## src/rtl/ysyx_23060096_ifu.sv

```systemverilog
// rtl/ysyx_23060096_ifu.sv - NPC instruction fetch unit: pc owner, single-outstanding imem fetch, redirect/discard
// Optional misaligned-redirect trap enabled by YSYX_23060096_IFU_MISALIGN_EN.
module ysyx_23060096_ifu #(
   parameter logic [31:0] RESET_PC = 32'h8000_0000
) (
   input  logic        clk,
   input  logic        rst,
   output logic        imem_req_valid,
   output logic [31:0] imem_req_addr,
   input  logic        imem_req_ready,
   input  logic        imem_rsp_valid,
   input  logic [31:0] imem_rsp_data,
   output logic        inst_valid,
   output logic [31:0] inst,
   output logic [31:0] inst_pc,
   input  logic        inst_ready,
   input  logic        redirect_valid,
   input  logic [31:0] redirect_pc,
   output logic        misalign
);

   localparam logic [31:0] BOOT_PC = RESET_PC & ~32'h3;
   localparam logic [31:0] NOP     = 32'h0000_0013;

`ifdef YSYX_23060096_IFU_MISALIGN_EN
   typedef enum logic [2:0] {ST_BOOT, ST_REQ, ST_WAIT, ST_OUT, ST_DROP, ST_HALT} state_t;
`else
   typedef enum logic [2:0] {ST_BOOT, ST_REQ, ST_WAIT, ST_OUT, ST_DROP} state_t;
`endif

   state_t      state, state_nx;
   logic [31:0] pc, pc_nx;
   logic        req_valid_nx;
   logic [31:0] req_addr_nx;
   logic        inst_valid_nx;
   logic [31:0] inst_nx;
   logic [31:0] inst_pc_nx;
   logic [31:0] target;
   logic [31:0] pc_seq;

`ifdef YSYX_23060096_IFU_MISALIGN_EN
   logic        bad_redirect;
   logic        misalign_nx;
   assign target       = redirect_pc;
   assign bad_redirect = redirect_valid && (redirect_pc[1:0] != 2'b00);
`else
   // Low address bits are ignored so the fetch address stays word aligned.
   assign target = redirect_pc & ~32'h3;
`endif

   assign pc_seq = pc + 32'd4;

   always_comb begin
      state_nx      = state;
      pc_nx         = pc;
      req_valid_nx  = imem_req_valid;
      req_addr_nx   = imem_req_addr;
      inst_valid_nx = inst_valid;
      inst_nx       = inst;
      inst_pc_nx    = inst_pc;
      case (state)
         ST_BOOT: begin
            state_nx     = ST_REQ;
            req_valid_nx = 1'b1;
            req_addr_nx  = pc;
         end
         ST_REQ: begin
            if (redirect_valid) begin
               pc_nx = target;
               if (imem_req_ready) begin
                  state_nx     = ST_DROP;
                  req_valid_nx = 1'b0;
               end else begin
                  req_addr_nx = target;
               end
            end else if (imem_req_ready) begin
               state_nx     = ST_WAIT;
               req_valid_nx = 1'b0;
            end
         end
         ST_WAIT: begin
            if (redirect_valid) begin
               pc_nx = target;
               // A response landing with the redirect is simply not captured.
               if (imem_rsp_valid) begin
                  state_nx     = ST_REQ;
                  req_valid_nx = 1'b1;
                  req_addr_nx  = target;
               end else begin
                  state_nx = ST_DROP;
               end
            end else if (imem_rsp_valid) begin
               state_nx      = ST_OUT;
               inst_valid_nx = 1'b1;
               inst_nx       = imem_rsp_data;
               inst_pc_nx    = pc;
            end
         end
         ST_OUT: begin
            if (redirect_valid || inst_ready) begin
               pc_nx         = redirect_valid ? target : pc_seq;
               state_nx      = ST_REQ;
               inst_valid_nx = 1'b0;
               req_valid_nx  = 1'b1;
               req_addr_nx   = pc_nx;
            end
         end
         ST_DROP: begin
            if (redirect_valid) begin
               pc_nx = target;
            end
            if (imem_rsp_valid) begin
               state_nx     = ST_REQ;
               req_valid_nx = 1'b1;
               req_addr_nx  = pc_nx;
            end
         end
         default: begin
            state_nx     = state;
            req_valid_nx = 1'b0;
         end
      endcase
`ifdef YSYX_23060096_IFU_MISALIGN_EN
      misalign_nx = misalign;
      if (bad_redirect && state != ST_HALT) begin
         state_nx      = ST_HALT;
         pc_nx         = pc;
         req_valid_nx  = 1'b0;
         req_addr_nx   = imem_req_addr;
         inst_valid_nx = 1'b0;
         misalign_nx   = 1'b1;
      end
`endif
   end

   always_ff @(posedge clk) begin
      if (rst) begin
         state          <= ST_BOOT;
         pc             <= BOOT_PC;
         imem_req_valid <= 1'b0;
         imem_req_addr  <= BOOT_PC;
         inst_valid     <= 1'b0;
         inst           <= NOP;
         inst_pc        <= BOOT_PC;
      end else begin
         state          <= state_nx;
         pc             <= pc_nx;
         imem_req_valid <= req_valid_nx;
         imem_req_addr  <= req_addr_nx;
         inst_valid     <= inst_valid_nx;
         inst           <= inst_nx;
         inst_pc        <= inst_pc_nx;
      end
   end

`ifdef YSYX_23060096_IFU_MISALIGN_EN
   always_ff @(posedge clk) begin
      if (rst) begin
         misalign <= 1'b0;
      end else begin
         misalign <= misalign_nx;
      end
   end
`else
   always_ff @(posedge clk) begin
      misalign <= 1'b0;
   end
`endif

endmodule
```

## config.mk

```make
export PLATFORM = sky130hd
export DESIGN_NAME = ysyx_23060096_ifu
export DESIGN_NICKNAME = d
export VERILOG_FILES = /design/src/rtl/ysyx_23060096_ifu.sv
export SDC_FILE = /design/constraint.sdc
export NUM_CORES = 1
export LEC_CHECK = 0
export BUFFER_PORTS_ARGS = -buffer_cell sky130_fd_sc_hd__clkbuf_2
export CORE_MARGIN = 5
export CORE_UTILIZATION = 27
export DETAILED_ROUTE_END_ITERATION = 12
export PLACE_DENSITY_LB_ADDON = 0.3
export SYNTH_ARGS = -nofsm -noshare
export SYNTH_HDL_FRONTEND = slang
export SYNTH_SLANG_ARGS = --single-unit
```

## constraint.sdc

```tcl
create_clock -name clk -period 3.7 [get_ports clk]
set_clock_uncertainty 0.2 [all_clocks]
set_input_delay 0.925 -clock clk [delete_from_list [all_inputs] [get_ports clk]]
set_output_delay 0.925 -clock clk [all_outputs]
set_load 0.01 [all_outputs]
```

# [Yosys cells after proc, flatten, opt, wreduce, memory -nomap -nowiden]
# Cells that the tools add are included.
[totals] reg_bits=133 inputBits=70 out_inout_bits=99 word_cells=62
[op_classes] n_addsub=1 eq_ne=13 muxes=28 bitwise=1 reduce_logical=12
[op_table] cell="2-to-1 mux 32 bit" n=8
[op_table] cell="one-hot mux 32 bit (5 select lines)" n=1
[op_table] cell="one-hot mux 32 bit (2 select lines)" n=1
[op_table] cell="adder 32 x 3 -> 32 bit, second input constant" n=1
[op_table] cell="2-to-1 mux 3 bit" n=8
[op_table] cell="!= test 2 bit, second input constant" n=8
[op_table] cell="one-hot mux 3 bit (5 select lines)" n=1
[op_table] cell="2-to-1 mux 1 bit" n=7
[op_table] cell="AND reduction 7 bit" n=1
[op_table] cell="equality test 3 x 2 -> 1 bit, second input constant" n=2
[op_table] cell="AND reduction 3 bit" n=2
[op_table] cell="one-hot mux 1 bit (5 select lines)" n=1
[op_table] cell="AND reduction 5 bit" n=1
[op_table] cell="nonzero test 5 bit" n=1
[op_table] cell="AND reduction 4 bit" n=1
[op_table] cell="nonzero test 2 bit" n=2
[op_table] cell="equality test 3 x 1 -> 1 bit, second input constant" n=1
[op_table] cell="equality test 3 bit, second input constant" n=1
[op_table] cell="zero test 3 bit" n=1
[op_table] cell="!= test 3 bit, second input constant" n=1
[op_table] cell="OR reduction 3 bit" n=1
[op_table] cell="one-hot mux 1 bit (2 select lines)" n=1
[op_table] cell="AND reduction 2 bit" n=1
[op_table] cell="logical OR 1 bit" n=1
[op_table] cell="NOT 1 bit" n=1

# [Longest topological paths before layout]
[logic_depth] ltp_word=4 mapped_depth=9 ltp_nobuf=7

# [Worst setup path after synthesis]
# Ideal clock, no wire load.
[synth_path] kind="in2reg" from="input imem_rsp_valid" to="register imem_req_addr[31]" arrival_ns=2.399 t_required_ns=3.371 path_slack_ns=0.972 path_stages=8 path_buffers=3 path_cell_list="buf_2 -> or3b_1 -> a21boi_1 -> o221a_2 -> buf_2 -> buf_2 -> o21ai_0 -> o211ai_1"
[synth_between] elab_chain_len=2
[synth_lines] element="start: declaration" line="11" source="input logic imem_rsp_valid,"
[synth_lines] element="!= test 2 bit (no line)"
[synth_lines] element="AND reduction 7 bit (no line) *"
[synth_lines] element="end signal: assignment" line="149" source="imem_req_addr <= req_addr_nx;"
[synth_lines] element="end: declaration" line="9" source="output logic [31:0] imem_req_addr,"
# Every way passes the cells marked *; elsewhere a longest branch is shown, timed or not.
# A chain may end at the register's enable or synchronous reset.

# [Final worst setup path]
[layout_path] from="register state[0]" to="register pc[21]"
[layout_between] elab_chain_len=4
[layout_lines] element="start: declaration" line="31" source="state_t state, state_nx;"
[layout_lines] element="start signal: assignment" line="146" source="state <= state_nx;"
[layout_lines] element="equality test 3 bit (tied with other cells)" line="61" source="case (state)"
[layout_lines] element="OR reduction 3 bit (no line)"
[layout_lines] element="nonzero test 2 bit (no line)"
[layout_lines] element="AND reduction 2 bit (no line)"
[layout_lines] element="end signal: assignment" line="147" source="pc <= pc_nx;"
[layout_lines] element="end: declaration" line="32" source="logic [31:0] pc, pc_nx;"
# Several ways; a longest one is shown, not always the timed one.

==> metrics.txt <==
# TYPE chip_impl_metric gauge
chip_impl_metric{name="cts_max_path_buffers",unit=""} 2
chip_impl_metric{name="path_clk_slew",unit="ns"} 0.06
chip_impl_metric{name="ys_seq_area_frac",unit=""} 0.3358
chip_impl_info{name="run_status",value="complete, no violations"} 1
chip_impl_metric{name="finalNetCount",unit=""} 1258
chip_impl_metric{name="worst-r2r-setup-slack",unit="ns"} 0.72
chip_impl_info{name="synth_flop_cell",value="sky130_fd_sc_hd__dfxtp_1"} 1
chip_impl_metric{name="yosys_register_bits",unit=""} 133
chip_impl_metric{name="critical_path_required",unit="ns"} 3.85
chip_impl_metric{name="cellPowerDensity",unit="nW/um2"} 446.3
chip_impl_metric{name="wire_length_on_met3",unit="mm"} 2.370
chip_impl_info{name="clockRootBuffer",value="sky130_fd_sc_hd__clkbuf_16"} 1
chip_impl_info{name="setup.worst_path.class",value="flip-flop to flip-flop"} 1
chip_impl_metric{name="post_cts_resized",unit=""} 0
chip_impl_metric{name="synth_enable_flop_cells",unit=""} 0
chip_impl_info{name="worstReg2RegEnd",value="pc[21]"} 1
chip_impl_metric{name="post_synthesis_instance_area",unit="um2"} 7929
chip_impl_info{name="mostFrequentLayoutCell",value="sky130_fd_sc_hd__nand2_1"} 1
chip_impl_metric{name="drt_iter0_markers",unit=""} 812
chip_impl_info{name="tritoncts",value="built"} 1
chip_impl_metric{name="layout-drive-gt1-share",unit=""} 0.2185
chip_impl_metric{name="fillCellCount",unit=""} 3165
chip_impl_info{name="worst_path_max_delay_cell",value="sky130_fd_sc_hd__nor2_1"} 1
chip_impl_metric{name="place.gp.congestion",unit=""} 0.8945
chip_impl_metric{name="antenna_violations_before_repair",unit=""} 2
chip_impl_metric{name="time_the_worst_path_needs_with_i_o_delays_and_setup",unit="ns"} 2.985
chip_impl_info{name="highest_layer_used_for_signal_routing",value="met5"} 1
chip_impl_metric{name="grt_pass1_vias",unit=""} 8238
chip_impl_metric{name="globalRoute.totalOverflow",unit=""} 0
chip_impl_metric{name="drc",unit=""} 0
chip_impl_metric{name="dieHeight",unit="um"} 181.4
chip_impl_metric{name="top_level_ports",unit=""} 169
chip_impl_info{name="rr_startpoint",value="state[0]"} 1
chip_impl_metric{name="hold_viol",unit=""} 0
chip_impl_metric{name="final_routed_wirelength_across_all_metal_layers",unit="mm"} 31.36
chip_impl_metric{name="std_cell_rows",unit=""} 62
chip_impl_metric{name="grt_first_pass_wirelength",unit="mm"} 48.56
chip_impl_metric{name="report.final.setup_viol",unit=""} 0
chip_impl_metric{name="final.hold.worst_slack",unit="ns"} 0.2529
chip_impl_metric{name="route.detailed.wl_per_inst",unit="um"} 19.79
chip_impl_metric{name="max_slew.worst_pin.slew",unit="ns"} 1.067
chip_impl_metric{name="dpl.hpwl",unit="mm"} 21.94
chip_impl_info{name="rsz_0062_raised_after_global_routing",value="no"} 1
chip_impl_metric{name="final_core_util",unit=""} 0.3358
chip_impl_metric{name="post_synth_num_cell_types",unit=""} 80
chip_impl_metric{name="timing.final.crit_share",unit=""} 0.8067
chip_impl_metric{name="static-leakage-power",unit="uW"} 0.003562
chip_impl_info{name="critical_path.startpoint",value="state[0]"} 1
chip_impl_info{name="worstSetupEndpointType",value="flip-flop"} 1
chip_impl_metric{name="route.vias.total",unit=""} 8653
chip_impl_metric{name="timing.max_slew.rel_slack",unit=""} 0.2860
chip_impl_metric{name="worst-path-max-fanout",unit=""} 11
chip_impl_metric{name="timing.critical_path.slowest_cell_delay",unit="ns"} 0.70
chip_impl_metric{name="gr-usage-all-layers",unit=""} 0.1843
chip_impl_metric{name="cts.sinks",unit=""} 133
chip_impl_metric{name="floorplan.die.width",unit="um"} 181.4
chip_impl_metric{name="synth_async_sr_flop_share",unit=""} 0
chip_impl_metric{name="drt.antenna.violating_nets",unit=""} 0
chip_impl_metric{name="initial_core_util",unit=""} 0.2748
chip_impl_metric{name="post_cts.repair.setup_buffers",unit=""} 0
chip_impl_metric{name="synth_warnings",unit=""} 0
chip_impl_info{name="worst_path_dominant_cell_family",value="simple AND/OR/NAND/NOR gates"} 1
chip_impl_metric{name="hold_buffers",unit=""} 0
chip_impl_metric{name="max_freq",unit="MHz"} 335.0
chip_impl_metric{name="peakVddDrop",unit="mV"} 0.2683
chip_impl_info{name="worst_hold_path_type",value="flip-flop to flip-flop"} 1
chip_impl_metric{name="path_buf_inv",unit=""} 0
chip_impl_metric{name="avgSynthCellArea",unit="um2"} 7.355
chip_impl_metric{name="drt_pass1_iterations",unit=""} 6
chip_impl_metric{name="synthCells",unit=""} 1078
chip_impl_metric{name="crit_cells",unit=""} 6
chip_impl_metric{name="clock_tree.htree_level_count",unit=""} 4
chip_impl_metric{name="area_growth",unit="%"} 22.20
chip_impl_metric{name="insertion_delay",unit="ns"} 0.44
chip_impl_metric{name="wirelength_met1",unit="mm"} 13.89
chip_impl_metric{name="fp.dieArea",unit="um2"} 32890
chip_impl_metric{name="core",unit="um2"} 28860
chip_impl_metric{name="via_density",unit=""} 5.463
chip_impl_metric{name="max_cap_violations",unit=""} 0
chip_impl_metric{name="arrival",unit="ns"} 3.14
chip_impl_info{name="timing.critical_path.cells",value="or3b_1 -> o21ai_1 -> nor2_1 -> a41o_1 -> a21oi_1 -> a211oi_1"} 1
chip_impl_metric{name="synth_nets",unit=""} 1149
chip_impl_info{name="mostFrequentLayoutCells",value="sky130_fd_sc_hd__nand2_1, sky130_fd_sc_hd__clkbuf_2, sky130_fd_sc_hd__a21oi_1"} 1
chip_impl_info{name="start_kind",value="flip-flop"} 1
chip_impl_metric{name="setup_tns",unit="ns"} 0
chip_impl_metric{name="worstRegToRegCells",unit=""} 6
chip_impl_metric{name="finalMaxSlewViolations",unit=""} 0
chip_impl_metric{name="numPortBuffers",unit=""} 165
chip_impl_metric{name="dr_wl_met2",unit="mm"} 14.42
chip_impl_metric{name="grt_max_degree",unit=""} 65
chip_impl_info{name="setup.worst_path.end",value="pc[21]"} 1
chip_impl_metric{name="cts_inserted_buffers",unit=""} 17
Yosys cell counts, types with 4 or more instances:
| cell | count | share of area |
|---|---|---|
| sky130_fd_sc_hd__a21oi_1 | 155 | 0.098 |
| sky130_fd_sc_hd__a21o_1 | 4 | 0.0038 |
| sky130_fd_sc_hd__a32oi_1 | 4 | 0.0044 |
| sky130_fd_sc_hd__o221ai_1 | 5 | 0.0055 |
| sky130_fd_sc_hd__o211ai_1 | 14 | 0.013 |
| sky130_fd_sc_hd__buf_4 | 5 | 0.0047 |
| sky130_fd_sc_hd__dfxtp_1 | 133 | 0.34 |
| sky130_fd_sc_hd__nand4_1 | 12 | 0.0095 |
| sky130_fd_sc_hd__maj3_1 | 6 | 0.0076 |
| sky130_fd_sc_hd__inv_1 | 13 | 0.0062 |
| sky130_fd_sc_hd__a22oi_1 | 4 | 0.0038 |
| sky130_fd_sc_hd__a32o_1 | 7 | 0.0088 |
| sky130_fd_sc_hd__and3_1 | 9 | 0.0071 |
| sky130_fd_sc_hd__o2bb2ai_1 | 6 | 0.0066 |
| sky130_fd_sc_hd__or3_1 | 5 | 0.0039 |
| sky130_fd_sc_hd__and4_1 | 5 | 0.0055 |
| sky130_fd_sc_hd__clkbuf_1 | 61 | 0.029 |
| sky130_fd_sc_hd__nor2_1 | 74 | 0.035 |
| sky130_fd_sc_hd__buf_2 | 39 | 0.025 |
| sky130_fd_sc_hd__a311oi_1 | 8 | 0.0088 |
| sky130_fd_sc_hd__a221o_1 | 7 | 0.0088 |
| sky130_fd_sc_hd__o21ai_0 | 64 | 0.040 |
| sky130_fd_sc_hd__buf_1 | 9 | 0.0043 |
| sky130_fd_sc_hd__xnor2_1 | 17 | 0.019 |
| sky130_fd_sc_hd__nor4_1 | 4 | 0.0032 |
| sky130_fd_sc_hd__nor3_1 | 23 | 0.015 |
| sky130_fd_sc_hd__o22ai_1 | 14 | 0.011 |
| sky130_fd_sc_hd__a221oi_1 | 19 | 0.021 |
| sky130_fd_sc_hd__o31ai_1 | 8 | 0.0076 |
| sky130_fd_sc_hd__a211oi_1 | 6 | 0.0057 |
| sky130_fd_sc_hd__nand2_1 | 187 | 0.089 |
| sky130_fd_sc_hd__and2_1 | 6 | 0.0047 |
| sky130_fd_sc_hd__o41ai_1 | 4 | 0.0044 |
| sky130_fd_sc_hd__mux2i_1 | 19 | 0.024 |
| sky130_fd_sc_hd__mux2_2 | 8 | 0.011 |
| sky130_fd_sc_hd__xor2_1 | 6 | 0.0066 |
| sky130_fd_sc_hd__nand2b_1 | 8 | 0.0063 |
| sky130_fd_sc_hd__nand3_1 | 27 | 0.017 |
| sky130_fd_sc_hd__a31oi_1 | 11 | 0.0087 |
where the power goes:
part           switching (uW)  leakage [uW]  internal (uW)
sequential                122       0.00108           1510
combinational             512       0.00218            313
clock                     700      0.000303           1160
registers in the layout, summed over array words and instances (netlist names):
register and count:
inst 32, pc 32, inst_pc 32, imem_req_addr 32, imem_req_valid 1, inst_valid 1, state 3
how the worst min path moves through the flow:
stage	from	end	slack, ns	cells after the start
floorplan	pc[0]	inst_pc[0]	0.24	2
global placement	imem_req_addr[0]	imem_req_addr[0]	0.24	2
detailed placement	imem_req_addr[0]	imem_req_addr[0]	0.25	2
CTS	inst_pc[17]	inst_pc[17]	0.26	2
global route	inst[5]	inst[5]	0.27	2
finish	inst_pc[25]	inst_pc[25]	0.25	2
kinds of logic after synthesis:
family | count (synthesis) | share of synthesized area
flops | 133 | 0.3358
fa+ha+maj | 7 | 0.009153
mux | 27 | 0.03535
simple gates | 378 | 0.2175
compound gates | 376 | 0.3028
other cells | 1 | 0.0004730
xor+xnor | 23 | 0.02541
buf+inv | 133 | 0.07354
layout make-up:
class                      instances  area, um2  area share
antenna                            1      2.502   0.0002583
clock buffer                      20      456.7     0.04713
clock inverter                    11      175.2     0.01808
inverter                          16      60.06    0.006198
multi-input combinational        812       4695      0.4845
sequential                       133       2664      0.2749
tap                              384      480.5     0.04959
timing repair buffer             207       1156      0.1193
stage by stage:
stage	total power [uW]	instances	cell area [um2]	setup WS, ns
4_1_cts	4353	1583	9687	0.7767
5_1_grt	4519	1584	9689	0.5105
3_3_place_gp	2464	1552	9055	0.5192
6_report	4325	1584	9689	0.7151
3_5_place_dp	2477	1552	9055	0.4616
2_1_floorplan	2164	1078	7929	0.9717
per-layer routing:
metal  vias to the layer above  global-route usage
li1                       4125                   -
met1                      4118              0.2460
met2                       368              0.2938
met3                        40             0.04464
met4                         2             0.05854
met5                         -                   0
worst register-to-register path, stage by stage, from the launching register on:
cell,delay (ns)
sky130_fd_sc_hd__dfxtp_1,0.61
sky130_fd_sc_hd__or3b_1,0.47
sky130_fd_sc_hd__o21ai_1,0.37
sky130_fd_sc_hd__nor2_1,0.70
sky130_fd_sc_hd__a41o_1,0.27
sky130_fd_sc_hd__a21oi_1,0.06
sky130_fd_sc_hd__a211oi_1,0.21
Power figures use the tool's default switching activity.
